==> config.mk <==
export PLATFORM = sky130hd
export DESIGN_NAME = pipe_ctrl_flat
export DESIGN_NICKNAME = d
export VERILOG_FILES = /design/src/rtl/pipe_ctrl_if.sv /design/src/rtl/pipe_ctrl.sv /design/src/flat_wrapper.sv
export SDC_FILE = /design/constraint.sdc
export NUM_CORES = 1
export LEC_CHECK = 0
export BUFFER_PORTS_ARGS = -buffer_cell sky130_fd_sc_hd__buf_2
export CAP_MARGIN = 20
export CORE_MARGIN = 4
export CORE_UTILIZATION = 50
export CTS_CLUSTER_DIAMETER = 100
export CTS_CLUSTER_SIZE = 28
export DETAILED_ROUTE_END_ITERATION = 7
export PLACE_DENSITY = 0.86
export SYNTH_ARGS = -nofsm -noshare
export SYNTH_HDL_FRONTEND = slang
export SYNTH_SLANG_ARGS = --single-unit
==> constraint.sdc <==
create_clock -name clk -period 4.3 [get_ports clk]
set_input_delay 0.645 -clock clk [delete_from_list [all_inputs] [get_ports clk]]
set_output_delay 0.645 -clock clk [all_outputs]
set_load 0.03 [all_outputs]
==> src/rtl/pipe_ctrl_if.sv <==
// Hazard-controller bus: ID-stage operand/destination info in; stage enables, forwarding selects and status out.
interface pipe_ctrl_if #(
    parameter int unsigned CNT_W = 16
);
    logic [4:0]       id_rs;
    logic [4:0]       id_rt;
    logic             id_use_rs;
    logic             id_use_rt;
    logic             id_wreg;
    logic             id_m2reg;
    logic [4:0]       id_rd;
    logic             branch_taken;
    logic             mem_busy;
    logic             pc_en;
    logic             ifid_en;
    logic             idexe_en;
    logic             exemem_en;
    logic             memwb_en;
    logic             idexe_bubble;
    logic             ifid_flush;
    logic [1:0]       fwda;
    logic [1:0]       fwdb;
    logic [CNT_W-1:0] stall_cnt;
    logic             tmo_err;

    // Datapath side: supplies ID info, consumes control.
    modport master (
        output id_rs, id_rt, id_use_rs, id_use_rt, id_wreg, id_m2reg, id_rd,
               branch_taken, mem_busy,
        input  pc_en, ifid_en, idexe_en, exemem_en, memwb_en, idexe_bubble,
               ifid_flush, fwda, fwdb, stall_cnt, tmo_err
    );

    // Controller side.
    modport slave (
        input  id_rs, id_rt, id_use_rs, id_use_rt, id_wreg, id_m2reg, id_rd,
               branch_taken, mem_busy,
        output pc_en, ifid_en, idexe_en, exemem_en, memwb_en, idexe_bubble,
               ifid_flush, fwda, fwdb, stall_cnt, tmo_err
    );
endinterface

==> src/rtl/pipe_ctrl.sv <==
// Five-stage pipeline hazard controller: forwarding selects, load-use stall,
// memory-busy freeze, stall-cycle statistics and a sticky busy timeout.
// Enables and selects are combinational so a hazard is resolved in the cycle it appears.
module pipe_ctrl #(
    parameter int unsigned CNT_W = 16,
    parameter int unsigned TMO   = 255
) (
    input  logic       clk,
    input  logic       rst,
    pipe_ctrl_if.slave bus
);
    localparam int unsigned BW = (TMO < 2) ? 1 : $clog2(TMO + 1);

    typedef enum logic [1:0] {RUN, STALL, FREEZE} state_t;

    state_t           state;
    logic             e_wreg, e_m2reg, m_wreg, m_m2reg;
    logic [4:0]       e_rn, m_rn;
    logic [CNT_W-1:0] stall_q;
    logic [BW-1:0]    busy_cnt;
    logic             tmo_q;

    logic             lu;
    logic             pc_en, ifid_en, idexe_en, exemem_en, memwb_en;
    logic             idexe_bubble, ifid_flush;
    logic [1:0]       fwda, fwdb;

    // Nearest producer wins; a load still in EXE has no data yet, so it cannot forward.
    function automatic logic [1:0] fwd_sel(
        input logic [4:0] src,
        input logic       ew, em,
        input logic [4:0] er,
        input logic       mw, mm,
        input logic [4:0] mr
    );
        if (ew && !em && er != 5'd0 && er == src)      return 2'b01;
        else if (mw && !mm && mr != 5'd0 && mr == src) return 2'b10;
        else if (mw && mm && mr != 5'd0 && mr == src)  return 2'b11;
        else                                           return 2'b00;
    endfunction

    // Load-use hazard and operand forwarding from shadow state and the ID instruction.
    always_comb begin
        lu   = e_wreg && e_m2reg && (e_rn != 5'd0) &&
               ((bus.id_use_rs && e_rn == bus.id_rs) || (bus.id_use_rt && e_rn == bus.id_rt));
        fwda = fwd_sel(bus.id_rs, e_wreg, e_m2reg, e_rn, m_wreg, m_m2reg, m_rn);
        fwdb = fwd_sel(bus.id_rt, e_wreg, e_m2reg, e_rn, m_wreg, m_m2reg, m_rn);
    end

    // Pipeline enables: reset > mem_busy freeze > load-use bubble > branch flush.
    always_comb begin
        pc_en        = 1'b1;
        ifid_en      = 1'b1;
        idexe_en     = 1'b1;
        exemem_en    = 1'b1;
        memwb_en     = 1'b1;
        idexe_bubble = 1'b0;
        ifid_flush   = 1'b0;
        if (rst) begin
            ifid_flush = 1'b0;
        end else if (bus.mem_busy) begin
            pc_en     = 1'b0;
            ifid_en   = 1'b0;
            idexe_en  = 1'b0;
            exemem_en = 1'b0;
            memwb_en  = 1'b0;
        end else if (lu) begin
            pc_en        = 1'b0;
            ifid_en      = 1'b0;
            idexe_bubble = 1'b1;
        end else begin
            ifid_flush = bus.branch_taken;
        end
    end

    // Mode register, stage shadows, stall statistics and busy watchdog.
    always_ff @(posedge clk or posedge rst) begin
        if (rst) begin
            state    <= RUN;
            e_wreg   <= 1'b0;
            e_m2reg  <= 1'b0;
            e_rn     <= 5'd0;
            m_wreg   <= 1'b0;
            m_m2reg  <= 1'b0;
            m_rn     <= 5'd0;
            stall_q  <= '0;
            busy_cnt <= '0;
            tmo_q    <= 1'b0;
        end else begin
            if (bus.mem_busy)  state <= FREEZE;
            else if (lu)       state <= STALL;
            else               state <= RUN;

            if (idexe_en) begin
                if (idexe_bubble) begin
                    e_wreg  <= 1'b0;
                    e_m2reg <= 1'b0;
                    e_rn    <= 5'd0;
                end else begin
                    e_wreg  <= bus.id_wreg;
                    e_m2reg <= bus.id_m2reg;
                    e_rn    <= bus.id_rd;
                end
            end
            if (exemem_en) begin
                m_wreg  <= e_wreg;
                m_m2reg <= e_m2reg;
                m_rn    <= e_rn;
            end

            if (!pc_en && stall_q != '1)
                stall_q <= stall_q + CNT_W'(1);

            if (bus.mem_busy) begin
                if (busy_cnt != '1)
                    busy_cnt <= busy_cnt + BW'(1);
                if (32'(busy_cnt) + 32'd1 >= TMO)
                    tmo_q <= 1'b1;
            end else if (state == FREEZE) begin
                busy_cnt <= '0;
            end
        end
    end

    assign bus.pc_en        = pc_en;
    assign bus.ifid_en      = ifid_en;
    assign bus.idexe_en     = idexe_en;
    assign bus.exemem_en    = exemem_en;
    assign bus.memwb_en     = memwb_en;
    assign bus.idexe_bubble = idexe_bubble;
    assign bus.ifid_flush   = ifid_flush;
    assign bus.fwda         = fwda;
    assign bus.fwdb         = fwdb;
    assign bus.stall_cnt    = stall_q;
    assign bus.tmo_err      = tmo_q;
endmodule

==> src/flat_wrapper.sv <==
// flat-port wrapper written by rule: the top's interface ports become plain ports
module pipe_ctrl_flat 
#(
    parameter int unsigned CNT_W = 16,
    parameter int unsigned TMO   = 255
)
  (clk, rst, bus_id_rs, bus_id_rt, bus_id_use_rs, bus_id_use_rt, bus_id_wreg, bus_id_m2reg, bus_id_rd, bus_branch_taken, bus_mem_busy, bus_pc_en, bus_ifid_en, bus_idexe_en, bus_exemem_en, bus_memwb_en, bus_idexe_bubble, bus_ifid_flush, bus_fwda, bus_fwdb, bus_stall_cnt, bus_tmo_err);
  pipe_ctrl_if #(.CNT_W(CNT_W)) bus_i ();
  input  logic clk;
  input  logic rst;
  input wire logic [$bits(bus_i.id_rs)-1:0] bus_id_rs;
  input wire logic [$bits(bus_i.id_rt)-1:0] bus_id_rt;
  input wire logic [$bits(bus_i.id_use_rs)-1:0] bus_id_use_rs;
  input wire logic [$bits(bus_i.id_use_rt)-1:0] bus_id_use_rt;
  input wire logic [$bits(bus_i.id_wreg)-1:0] bus_id_wreg;
  input wire logic [$bits(bus_i.id_m2reg)-1:0] bus_id_m2reg;
  input wire logic [$bits(bus_i.id_rd)-1:0] bus_id_rd;
  input wire logic [$bits(bus_i.branch_taken)-1:0] bus_branch_taken;
  input wire logic [$bits(bus_i.mem_busy)-1:0] bus_mem_busy;
  output wire logic [$bits(bus_i.pc_en)-1:0] bus_pc_en;
  output wire logic [$bits(bus_i.ifid_en)-1:0] bus_ifid_en;
  output wire logic [$bits(bus_i.idexe_en)-1:0] bus_idexe_en;
  output wire logic [$bits(bus_i.exemem_en)-1:0] bus_exemem_en;
  output wire logic [$bits(bus_i.memwb_en)-1:0] bus_memwb_en;
  output wire logic [$bits(bus_i.idexe_bubble)-1:0] bus_idexe_bubble;
  output wire logic [$bits(bus_i.ifid_flush)-1:0] bus_ifid_flush;
  output wire logic [$bits(bus_i.fwda)-1:0] bus_fwda;
  output wire logic [$bits(bus_i.fwdb)-1:0] bus_fwdb;
  output wire logic [$bits(bus_i.stall_cnt)-1:0] bus_stall_cnt;
  output wire logic [$bits(bus_i.tmo_err)-1:0] bus_tmo_err;
  assign bus_i.id_rs = bus_id_rs;
  assign bus_i.id_rt = bus_id_rt;
  assign bus_i.id_use_rs = bus_id_use_rs;
  assign bus_i.id_use_rt = bus_id_use_rt;
  assign bus_i.id_wreg = bus_id_wreg;
  assign bus_i.id_m2reg = bus_id_m2reg;
  assign bus_i.id_rd = bus_id_rd;
  assign bus_i.branch_taken = bus_branch_taken;
  assign bus_i.mem_busy = bus_mem_busy;
  assign bus_pc_en = bus_i.pc_en;
  assign bus_ifid_en = bus_i.ifid_en;
  assign bus_idexe_en = bus_i.idexe_en;
  assign bus_exemem_en = bus_i.exemem_en;
  assign bus_memwb_en = bus_i.memwb_en;
  assign bus_idexe_bubble = bus_i.idexe_bubble;
  assign bus_ifid_flush = bus_i.ifid_flush;
  assign bus_fwda = bus_i.fwda;
  assign bus_fwdb = bus_i.fwdb;
  assign bus_stall_cnt = bus_i.stall_cnt;
  assign bus_tmo_err = bus_i.tmo_err;
  pipe_ctrl #(.CNT_W(CNT_W), .TMO(TMO)) u_core (.clk(clk), .rst(rst), .bus(bus_i));
endmodule
==> run_results.csv, run 1 <==
group,metric,value,unit
clock_network,cts-hold-fix-buffers,0,
finish,fillerInstances,360,
yosys,synth_area_per_cell,10.3,µm²
clock_network,clock_path_buffers,2,
finish,fin_cells,325,
clock_network,cts_tree,"done",
global_routing,grt_pass1_vias,1762,
critical_path,worstPathRequired,3.65,ns
floorplanning,initial_utilization,52.2,%
clock_network,clk-insertion-delay-late,0.29,ns
global_routing,antenna_found_initial,0,
critical_path,setup.reg_to_reg.worst_slack,2.03,ns
global_routing,grt_start_max_net_pins,47,
pwr,p_leak,1.20,nW
worst_hold_path,timing.hold.worst.class,"reg -> reg",
detailed_routing,drtIter0Drc,87,
detailed_routing,remaining_drc_errors,0,
floorplanning,io_pins,51,
global_routing,grt_util_all_layers,18.4,%
yosys,synth_edf_count,0,
finish,layout.cell_area.non_filler,2690,µm²
floorplanning,die_height,75.7,µm
finish,final_common_cell,"sky130_fd_sc_hd__buf_2",
finish,sequential_cell_area,1030,µm²
floorplanning,dieArea,5730,µm²
finish,final_layout_size_suffix_gt1_share,28.2,%
placement,hpwl_after_detailed_placement,3.47,mm
timing,achievable-frequency,332,MHz
detailed_routing,route.detailed.vias_per_inst,5.57,
yosys,synth_nets,248,
yosys,ys_seq_area_share,44.8,%
timing,fin_tns_setup,0,ns
detailed_routing,routed_wirelength,4.77,mm
timing,worst_pin_slew,0.592,ns
finish,layout.nets,298,
critical_path,cp-end-kind,"output pin",
yosys,async_set_or_reset_register_ratio_after_synthesis,100,%
finish,insertedDiodeCount,0,
placement,dp_worst_setup_slack,1.37,ns
placement,place_area,2570,µm²
critical_path,crit_type,"reg -> out",
critical_path,worst-path-max-fanout,10,
finish,post-route-util,61.4,%
run_status,run_status,"finished clean",
worst_hold_path,worst_hold_path.num_cells,1,
floorplanning,core_area,4380,µm²
clock_network,post_cts_setup_buffer_count,0,
clock_network,numCtsBuffers,5,
pwr,worst_vdd_rail_ir_drop,0.309,mV
detailed_routing,drt_first_pass_iters,4,
floorplanning,fp-row-count,24,
critical_path,path_cells,"xor2_1 > nor3_2 > nand3_1 > a211oi_4 > nor3b_1 > buf_2",
clock_network,clk_transition_reported_paths,0.08,ns
detailed_routing,routedWlPerCell,14.7,µm
clock_network,postCtsResizedCells,0,
detailed_routing,route.antenna.remaining_nets,0,
clock_network,cts_max_level,2,
global_routing,grt-ovfl-total,0,
timing,rsz_0062_raised_after_global_routing,"false",
clock_network,clkSinkCount,41,
placement,portBuffers,50,
timing,worst_clock_skew_on_the_final_layout,0.00692,ns
timing,post-route-period-util,70.0,%
finish,layout_common_cells,"50 x sky130_fd_sc_hd__buf_2, 41 x sky130_fd_sc_hd__dfrtp_1, 19 x sky130_fd_sc_hd__xnor2_1",
yosys,postSynthRegisterBits,41,
yosys,post_synth_num_cell_types,46,
finish,area_of_the_multi_input_gates,1180,µm²
finish,synthToLayoutAreaGrowth,17.5,%
floorplanning,die_w,75.7,µm
critical_path,critPathLaunchType,"flop",
yosys,post_synthesis_instance_total,222,
timing,setup_viol_count_final,0,
yosys,synth.cell_area,2290,µm²
yosys,synth_warnings,0,
yosys,synthFlopType,"sky130_fd_sc_hd__dfrtp_1",
flow_run,drv.max_cap_violation_count,0,
critical_path,worst_path_largest_cell_delay,0.52,ns
global_routing,grt_pass1_wl,8.06,mm
critical_path,worst_r2r_path_depth,7,
timing,layout_min_cycle_time,3.01,ns
timing,timing.final.ws_setup,1.29,ns
timing,timing.final.max_slew_violations,0,
placement,place.detailed.instances,317,
detailed_routing,route.vias.total,1810,
critical_path,cp_slowest_cell,"sky130_fd_sc_hd__a211oi_4",
clock_network,cts_root_buffer,"sky130_fd_sc_hd__clkbuf_8",
placement,place_congestion,0.858,
timing,slew_headroom,60.4,%
pwr,power.density_cell_area,405,nW/µm²
critical_path,cp_data_arrival_time,2.36,ns
timing,hold_vio_cnt_final,0,
per-stage QoR:
stage / hold WS, ns / power (mW)
finish: 0.464 / 1.09
global route: 0.520 / 1.15
CTS: 0.468 / 1.10
detailed placement: 0.450 / 0.777
global placement: 0.451 / 0.767
floorplan: 0.450 / 0.692
sequential cells by signal (all words and copies together) (netlist names):
signal and cells:
u_core.m_m2reg 1, u_core.bus.tmo_err 1, u_core.m_wreg 1, u_core.e_rn 5, u_core.m_rn 5, u_core.e_m2reg 1
u_core.busy_cnt 8, u_core.state 2, u_core.e_wreg 1, u_core.bus.stall_cnt 16
layer usage:
layer / track usage (%) / share of wire, % / vias up
met2: 28.8 / 46 / 43
met3: 4.62 / 5.4 / 6
met5: 0 / 0 / -
met4: 5.05 / 1.1 / 0
met1: 25.7 / 47 / 859
li1: - / - / 902
logic make-up after synthesis:
logic type | synth area share [%]
flip-flops | 44.8
multiplexers | 3.88
adder cells (fa/ha/maj) | 1.64
AND/OR/NAND/NOR | 16.9
buffers and inverters | 3.82
AO/OA/AOI/OAI | 15.6
XOR/XNOR | 13.4
final cells by class:
| cell class | instances | share of cell area, % |
|---|---|---|
| tap | 52 | 2.42 |
| clock inverter | 2 | 1.40 |
| sequential | 41 | 38.1 |
| timing repair buffer | 53 | 10.1 |
| multi-input combinational | 163 | 43.7 |
| clock buffer | 6 | 3.07 |
| inverter | 8 | 1.12 |
synth_stat cells, types with 3 or more instances:
library cell,n,area (µm²)
sky130_fd_sc_hd__mux2_2,6,67.6
sky130_fd_sc_hd__o2111ai_1,3,26.3
sky130_fd_sc_hd__nor2_1,11,41.3
sky130_fd_sc_hd__o21ai_2,3,26.3
sky130_fd_sc_hd__clkbuf_1,4,15.0
sky130_fd_sc_hd__nor4_1,3,18.8
sky130_fd_sc_hd__nand4_1,6,37.5
sky130_fd_sc_hd__dfrtp_1,41,1030
sky130_fd_sc_hd__o211ai_1,6,45.0
sky130_fd_sc_hd__nor2b_1,4,25.0
sky130_fd_sc_hd__nand3_1,9,45.0
sky130_fd_sc_hd__xor2_1,16,140
sky130_fd_sc_hd__buf_4,3,22.5
sky130_fd_sc_hd__o21ai_1,4,20.0
sky130_fd_sc_hd__nand2_1,8,30.0
sky130_fd_sc_hd__and3_1,6,37.5
sky130_fd_sc_hd__o21ai_0,12,60.1
sky130_fd_sc_hd__ha_1,3,37.5
sky130_fd_sc_hd__inv_1,7,26.3
sky130_fd_sc_hd__xnor2_1,19,166
sky130_fd_sc_hd__a22o_1,7,61.3
sky130_fd_sc_hd__nor3_1,9,45.0
final timing paths:
| kind | to | start |
|---|---|---|
| max | bus_idexe_bubble | u_core.e_rn[1] |
| min | u_core.bus.tmo_err | u_core.bus.tmo_err |
| max reg2reg | u_core.bus.stall_cnt[8] | u_core.e_rn[1] |
| min reg2reg | u_core.bus.tmo_err | u_core.bus.tmo_err |
| max in group asynchronous | u_core.bus.tmo_err | rst |
| min in group asynchronous | u_core.m_rn[4] | rst |
where the power goes:
part | switching (mW) | total [mW] | internal (mW)
Sequential | 0.0708 | 0.506 | 0.435
Clock | 0.132 | 0.321 | 0.189
Combinational | 0.159 | 0.262 | 0.104
Total | 0.362 | 1.09 | 0.728
worst max-delay path: cells and delay by family (launching register included):
| kind | cells | cell delay (ns) |
|---|---|---|
| flip-flops | 1 | 0.47 |
| AO/OA/AOI/OAI | 1 | 0.52 |
| XOR/XNOR | 1 | 0.20 |
| buffers and inverters | 1 | 0.24 |
| AND/OR/NAND/NOR | 3 | 0.63 |
No activity file was read; power rests on OpenSTA's default activity.
==> inputs of run 2 (changes only) <==
Settings changed: ABC_AREA set to 1, PLACE_DENSITY 0.86 to 0.85.
Clock period 4.3 ns to 2.8 ns, I/O delays scaled along.
==> run 2 against run 1 <==
Highest routed layer unchanged. Count of clock-buffer cells in the layout is 1 higher. Die area is 9.4% higher. Critical path type unchanged. Total power is 48% higher. Clock skew is 0.00093 ns higher. First-iteration DRC count is 48% higher.
==> run_results.csv, run 2 <==
group,metric,value,unit
run_status,run_status,"finished clean",
placement,place.detailed.instances,444,
floorplanning,io_pins,51,
timing,achievable-frequency,438,MHz
global_routing,grt_start_max_net_pins,42,
yosys,post_synthesis_instance_total,335,
critical_path,cp.depth,8,
critical_path,critPathLaunchType,"flop",
finish,layout.nets,410,
finish,largest_reg_flops,16,
critical_path,worst_r2r_path_depth,9,
yosys,top_post_synthesis_cells_by_count,"97 x sky130_fd_sc_hd__nand2_1, 41 x sky130_fd_sc_hd__dfrtp_1, 39 x sky130_fd_sc_hd__inv_1",
critical_path,worst-path-max-fanout,26,
floorplanning,core_area,4820,µm²
yosys,post-synth-top-count-cell,"sky130_fd_sc_hd__nand2_1",
timing,worst_pin_slew,0.547,ns
yosys,postSynthRegisterBits,41,
pwr,p_leak,1.56,nW
global_routing,antenna_found_initial,0,
yosys,synth_top_cell_area_share,40.5,%
critical_path,reg2reg_from,"u_core.bus.stall_cnt[0]",
clock_network,numCtsBuffers,5,
critical_path,worst_path_largest_cell_delay,0.44,ns
yosys,synthFlopType,"sky130_fd_sc_hd__dfrtp_1",
global_routing,grt_util_all_layers,19.1,%
placement,portBuffers,50,
timing,worst_clock_skew_on_the_final_layout,0.00786,ns
pwr,power.density_cell_area,552,nW/µm²
timing,slew_headroom,63.5,%
yosys,synth_nets,361,
worst_hold_path,timing.hold.worst.class,"in -> async",
detailed_routing,route.antenna.remaining_nets,0,
floorplanning,initial_utilization,52.5,%
timing,setup_viol_count_final,0,
yosys,synth_area_per_cell,7.56,µm²
critical_path,crit_type,"reg -> out",
yosys,synth_warnings,0,
critical_path,cp-end-kind,"output pin",
placement,hpwl_after_detailed_placement,4.26,mm
finish,fin_cells,452,
timing,hold_vio_cnt_final,0,
clock_network,cts_max_level,2,
timing,layout_min_cycle_time,2.28,ns
floorplanning,die_w,79.2,µm
flow_run,drv.max_cap_violation_count,0,
detailed_routing,remaining_drc_errors,0,
finish,layout_common_cells,"97 x sky130_fd_sc_hd__nand2_1, 50 x sky130_fd_sc_hd__buf_2, 41 x sky130_fd_sc_hd__dfrtp_1",
finish,final_layout_size_suffix_gt1_share,20.0,%
floorplanning,die_height,79.2,µm
critical_path,worstPathRequired,2.38,ns
finish,final_common_cell,"sky130_fd_sc_hd__nand2_1",
yosys,ys_seq_area_share,40.5,%
pwr,worst_vdd_rail_ir_drop,0.316,mV
critical_path,cp_slowest_cell,"sky130_fd_sc_hd__dfrtp_1",
clock_network,clock_path_buffers,2,
yosys,post_synth_num_cell_types,32,
detailed_routing,drt_first_pass_iters,4,
critical_path,timing.rr.end,"u_core.bus.stall_cnt[13]",
clock_network,post_cts_setup_buffer_count,0,
yosys,synth.top_cells.by_area,"sky130_fd_sc_hd__dfrtp_1 41%, sky130_fd_sc_hd__nand2_1 14%, sky130_fd_sc_hd__nand4_1 6.2%",
detailed_routing,drtIter0Drc,129,
clock_network,clk_transition_reported_paths,0.08,ns
placement,place_congestion,0.893,
finish,insertedDiodeCount,0,
global_routing,grt_pass1_vias,2141,
detailed_routing,routedWlPerCell,12.4,µm
clock_network,cts-hold-fix-buffers,0,
yosys,synth_edf_count,0,
critical_path,cp_data_arrival_time,1.86,ns
clock_network,cts_tree,"done",
floorplanning,fp-row-count,25,
timing,final.hold.worst_slack,0.0400,ns
critical_path,path_delay_family,"simple AND/OR/NAND/NOR gates",
yosys,synthDominantAreaCellType,"sky130_fd_sc_hd__dfrtp_1",
clock_network,cts_root_buffer,"sky130_fd_sc_hd__clkbuf_8",
global_routing,grt-ovfl-total,0,
pwr,total_power,1.61,mW
clock_network,clkSinkCount,41,
critical_path,cp_num_buf_inv,2,
yosys,async_set_or_reset_register_ratio_after_synthesis,100,%
timing,timing.final.max_slew_violations,0,
timing,post-route-period-util,81.5,%
floorplanning,dieArea,6260,µm²
clock_network,postCtsResizedCells,0,
timing,fin_tns_setup,0,ns
timing,rsz_0062_raised_after_global_routing,"false",
finish,synthToLayoutAreaGrowth,15.5,%
detailed_routing,route.vias.total,2367,
yosys,synth.cell_area,2530,µm²
detailed_routing,routed_wirelength,5.62,mm
global_routing,grt_pass1_wl,9.64,mm
critical_path,path_cells,"nor3_1 > nand3_1 > nand3_1 > inv_1 > nand2_4 > nand2_8 > nand2_4 > buf_2",
critical_path,setup.reg_to_reg.worst_slack,0.69,ns
clock_network,clk-insertion-delay-late,0.29,ns
detailed_routing,route.detailed.vias_per_inst,5.24,
-- run 2: power by group --
group | leakage (nW) | switching (mW) | internal, mW
Sequential | 0.526 | 0.0848 | 0.659
Combinational | 0.979 | 0.249 | 0.131
Clock | 0.0585 | 0.199 | 0.291
Total | 1.56 | 0.533 | 1.08
-- run 2: kinds of logic after synthesis --
logic type	count (synthesis)	share of synthesized area, %
simple gates	189	35.2
buf+inv	55	9.69
fa+ha+maj	3	1.48
flops	41	40.5
xor+xnor	18	6.23
compound gates	29	6.87
-- run 2: layout make-up --
| type | instances | area [µm²] |
|---|---|---|
| Tap cell | 67 | 83.8 |
| Multi-Input combinational cell | 239 | 1260 |
| Inverter | 44 | 165 |
| Clock inverter | 1 | 30.0 |
| Fill cell | 446 | 1890 |
| Sequential cell | 41 | 1030 |
| Clock buffer | 7 | 86.3 |
| Timing Repair Buffer | 53 | 273 |
-- run 2: how the worst max path moves through the flow --
stage | startpoint | to | slack, ns
after global placement | bus_id_rt[0] | bus_pc_en | 0.78
after floorplan | rst | bus_ifid_flush | 0.58
after CTS | u_core.e_rn[1] | bus_pc_en | 0.48
after detailed placement | bus_id_rt[0] | bus_pc_en | 0.75
after global routing | u_core.e_rn[1] | bus_pc_en | 0.33
final | u_core.e_rn[1] | bus_pc_en | 0.52
-- run 2: metal layers --
metal / track usage [%] / wire, µm
met3: 3.51 / 273
met1: 26.0 / 2590
met4: 6.36 / 78
met5: 0 / 0
met2: 30.6 / 2670
-- run 2: stage by stage --
step | worst slack, ns | util (%) | instance area (µm²)
after global placement | 0.785 | 58.3 | 2810
after global routing | 0.330 | 60.7 | 2920
after floorplan | 0.578 | - | 2530
after CTS | 0.481 | 60.7 | 2920
after detailed placement | 0.748 | 58.3 | 2810
final | 0.518 | 60.7 | 2920
==> inputs of run 3 (changes only) <==
Settings changed: ABC_AREA 1 to 0, PLACE_DENSITY 0.85 to 0.86.
Clock period 2.8 ns to 2.4 ns, I/O delays scaled along.
==> run 3 against run 2 <==
The run now ends with negative setup slack left. Die area is 8.6% lower. Clock skew is essentially flat. Sequential share of layout area up 1.0 points. Global-route usage is 0.13 points higher. Sequential power grew 22%. Count of clock-buffer cells in the layout is 2 lower. Final area fell by 2.4%. Total power increased by 16%. Routed wire length shrank 5.9%.
==> run_results.csv, run 3 (synthesis gave the netlist of run 1 again) <==
group,metric,value,unit
timing,worst_clock_skew_on_the_final_layout,0.00810,ns
critical_path,cp.depth,5,
clock_network,clock_path_buffers,2,
detailed_routing,routedWlPerCell,15.6,µm
floorplanning,io_pins,51,
critical_path,worstSetupEndpoint,"bus_ifid_flush",
pwr,power.density_cell_area,655,nW/µm²
critical_path,cp-end-kind,"output pin",
global_routing,antenna_found_initial,0,
detailed_routing,routed_wirelength,5.29,mm
critical_path,setup.reg_to_reg.worst_slack,0.19,ns
global_routing,grt_pass1_vias,1856,
clock_network,clk-insertion-delay-late,0.30,ns
pwr,clock_power_share,24.0,%
pwr,worst_vdd_rail_ir_drop,0.543,mV
finish,final_layout_size_suffix_gt1_share,35.9,%
timing,post-route-period-util,103,%
global_routing,grt_util_all_layers,19.2,%
floorplanning,initial_utilization,52.2,%
timing,setup_viol_count_final,3,
global_routing,grt-ovfl-total,0,
timing,rsz_0062_raised_after_global_routing,"true",
timing,achievable-frequency,406,MHz
finish,final_common_cell,"sky130_fd_sc_hd__buf_2",
timing,slew_headroom,65.7,%
finish,largest_reg_flops,16,
pwr,internal_portion_of_total_power,1.19,mW
floorplanning,die_height,75.7,µm
finish,layout_common_cells,"42 x sky130_fd_sc_hd__buf_2, 37 x sky130_fd_sc_hd__dfrtp_1, 21 x sky130_fd_sc_hd__buf_4",
finish,post-route-util,65.1,%
pwr,netSwitchingFraction,36.1,%
finish,synthToLayoutAreaGrowth,24.7,%
floorplanning,dieArea,5730,µm²
global_routing,grt_pass1_wl,8.42,mm
placement,portBuffers,50,
critical_path,cp_num_buf_inv,1,
timing,final.hold.worst_slack,0.214,ns
detailed_routing,route.vias.total,1933,
critical_path,path_delay_family,"simple AND/OR/NAND/NOR gates",
timing,layout_min_cycle_time,2.46,ns
clock_network,cts_max_level,2,
detailed_routing,drtIter0Drc,62,
worst_hold_path,timing.hold.worst.class,"in -> async",
critical_path,worst_path_largest_cell_delay,0.57,ns
timing,timing.final.max_slew_violations,0,
run_status,run_status,"finished with violations",
pwr,p_comb_share,27.5,%
timing,fin_tns_setup,-0.112,ns
finish,layout.nets,312,
critical_path,critPathLaunchType,"flop",
detailed_routing,drt_first_pass_iters,4,
critical_path,timing.rr.end,"u_core.bus.stall_cnt[1]",
placement,hpwl_after_detailed_placement,3.85,mm
critical_path,reg2reg_from,"u_core.e_rn[2]",
detailed_routing,remaining_drc_errors,0,
pwr,power_frac_seq,48.6,%
critical_path,path_cells,"or4_4 > o21ai_4 > a211oi_4 > nor4b_2 > buf_4",
clock_network,cts_tree,"done",
critical_path,crit_type,"reg -> out",
timing,worst_pin_slew,0.513,ns
critical_path,worstPathRequired,2.04,ns
floorplanning,core_area,4380,µm²
run_status,violations,"negative setup slack",
placement,place_congestion,0.881,
flow_run,drv.max_cap_violation_count,0,
finish,insertedDiodeCount,0,
timing,hold_vio_cnt_final,0,
clock_network,clk_transition_reported_paths,0.08,ns
critical_path,worst_r2r_path_depth,8,
floorplanning,die_w,75.7,µm
clock_network,cts_root_buffer,"sky130_fd_sc_hd__clkbuf_8",
critical_path,cp_data_arrival_time,2.10,ns
critical_path,startpoint,"u_core.e_rn[4]",
detailed_routing,route.detailed.vias_per_inst,5.70,
timing,timing.final.ws_setup,-0.0624,ns
pwr,total_switching_power,675,µW
pwr,p_leak,1.27,nW
critical_path,cp_slowest_cell,"sky130_fd_sc_hd__or4_4",
detailed_routing,route.antenna.remaining_nets,0,
critical_path,worst-path-max-fanout,4,
floorplanning,fp-row-count,24,
clock_network,clkSinkCount,41,
global_routing,grt_start_max_net_pins,24,
clock_network,numCtsBuffers,5,
## run 3: cell types whose count changed in the layout (fill, tap and decap cells not counted), moves of 8 or more
cell / delta
sky130_fd_sc_hd__buf_2: -8
sky130_fd_sc_hd__buf_4: +18
sky130_fd_sc_hd__inv_1: -32
sky130_fd_sc_hd__nand2_1: -89
sky130_fd_sc_hd__nand3_1: -15
sky130_fd_sc_hd__nand4_1: -19
sky130_fd_sc_hd__nor2_1: -13
sky130_fd_sc_hd__xnor2_1: +16
## run 3: worst min path at each step
| stage | slack [ns] | end | depth (start not counted) | startpoint |
|---|---|---|---|---|
| 6_report | 0.21 | u_core.state[0] | 3 | rst |
| 5_1_grt | 0.24 | u_core.state[0] | 3 | rst |
| 4_1_cts | 0.22 | u_core.e_rn[2] | 3 | rst |
| 3_5_place_dp | 0.46 | u_core.bus.tmo_err | 1 | u_core.bus.tmo_err |
| 3_3_place_gp | 0.45 | u_core.bus.tmo_err | 1 | u_core.bus.tmo_err |
| 2_1_floorplan | 0.39 | u_core.state[1] | 0 | bus_mem_busy |
## run 3: worst register-to-register path: stages (launching register included)
cell and delay (ns):
sky130_fd_sc_hd__dfrtp_2 0.46, sky130_fd_sc_hd__xor2_2 0.16, sky130_fd_sc_hd__nor3_2 0.24, sky130_fd_sc_hd__nand3_2 0.13, sky130_fd_sc_hd__a211oi_4 0.38, sky130_fd_sc_hd__buf_4 0.18
sky130_fd_sc_hd__buf_4 0.14, sky130_fd_sc_hd__o21ai_2 0.07, sky130_fd_sc_hd__mux2_1 0.33
## run 3: repair_timing
action / CTS / global route
endpoints found under the setup margin: 5 / 8
hold buffers: 0 / 0
pin swaps: 13 / 4
cloned: 0 / 0
gates resized for setup: 13 / 14
endpoints found under the hold margin: 0 / 0
setup buffers: 8 / 0
## run 3: area by class of cell
cell class | instances | area, µm²
clock buffer | 5 | 68.8
sequential | 41 | 1030
multi-input combinational | 163 | 1230
timing repair buffer | 67 | 413
clock inverter | 3 | 17.5
fill | 338 | 1530
tap | 52 | 65.1
inverter | 8 | 31.3
## run 3: power by group through the flow
stage	clock, mW	sequential, mW	combinational (mW)
floorplan	0	0.989	0.253
global placement	0	0.908	0.470
detailed placement	0	0.915	0.483
CTS	0.456	0.903	0.510
global route	0.477	0.927	0.558
finish	0.448	0.908	0.513
## run 3: through the flow
stage / setup slack (ns) / std cells / instance area, µm² / total power [mW]
after floorplan: 0.0230 / 222 / 2300 / 1.24
after global placement: 0.223 / 323 / 2630 / 1.38
after detailed placement: 0.186 / 323 / 2630 / 1.40
after CTS: -0.0667 / 339 / 2830 / 1.87
after global routing: -0.151 / 339 / 2860 / 1.96
final: -0.0624 / 339 / 2860 / 1.87
## run 3: metal layers
metal  GRT usage, %  routed length (µm)  share of wire (%)  vias up
met5              0                   0                  0        -
met2           31.5                2540                 48       46
met3           3.69                 244                4.6       11
met4           7.38                  94                1.8        0
met1           25.2                2410                 46      948
li1               -                   -                  -      928
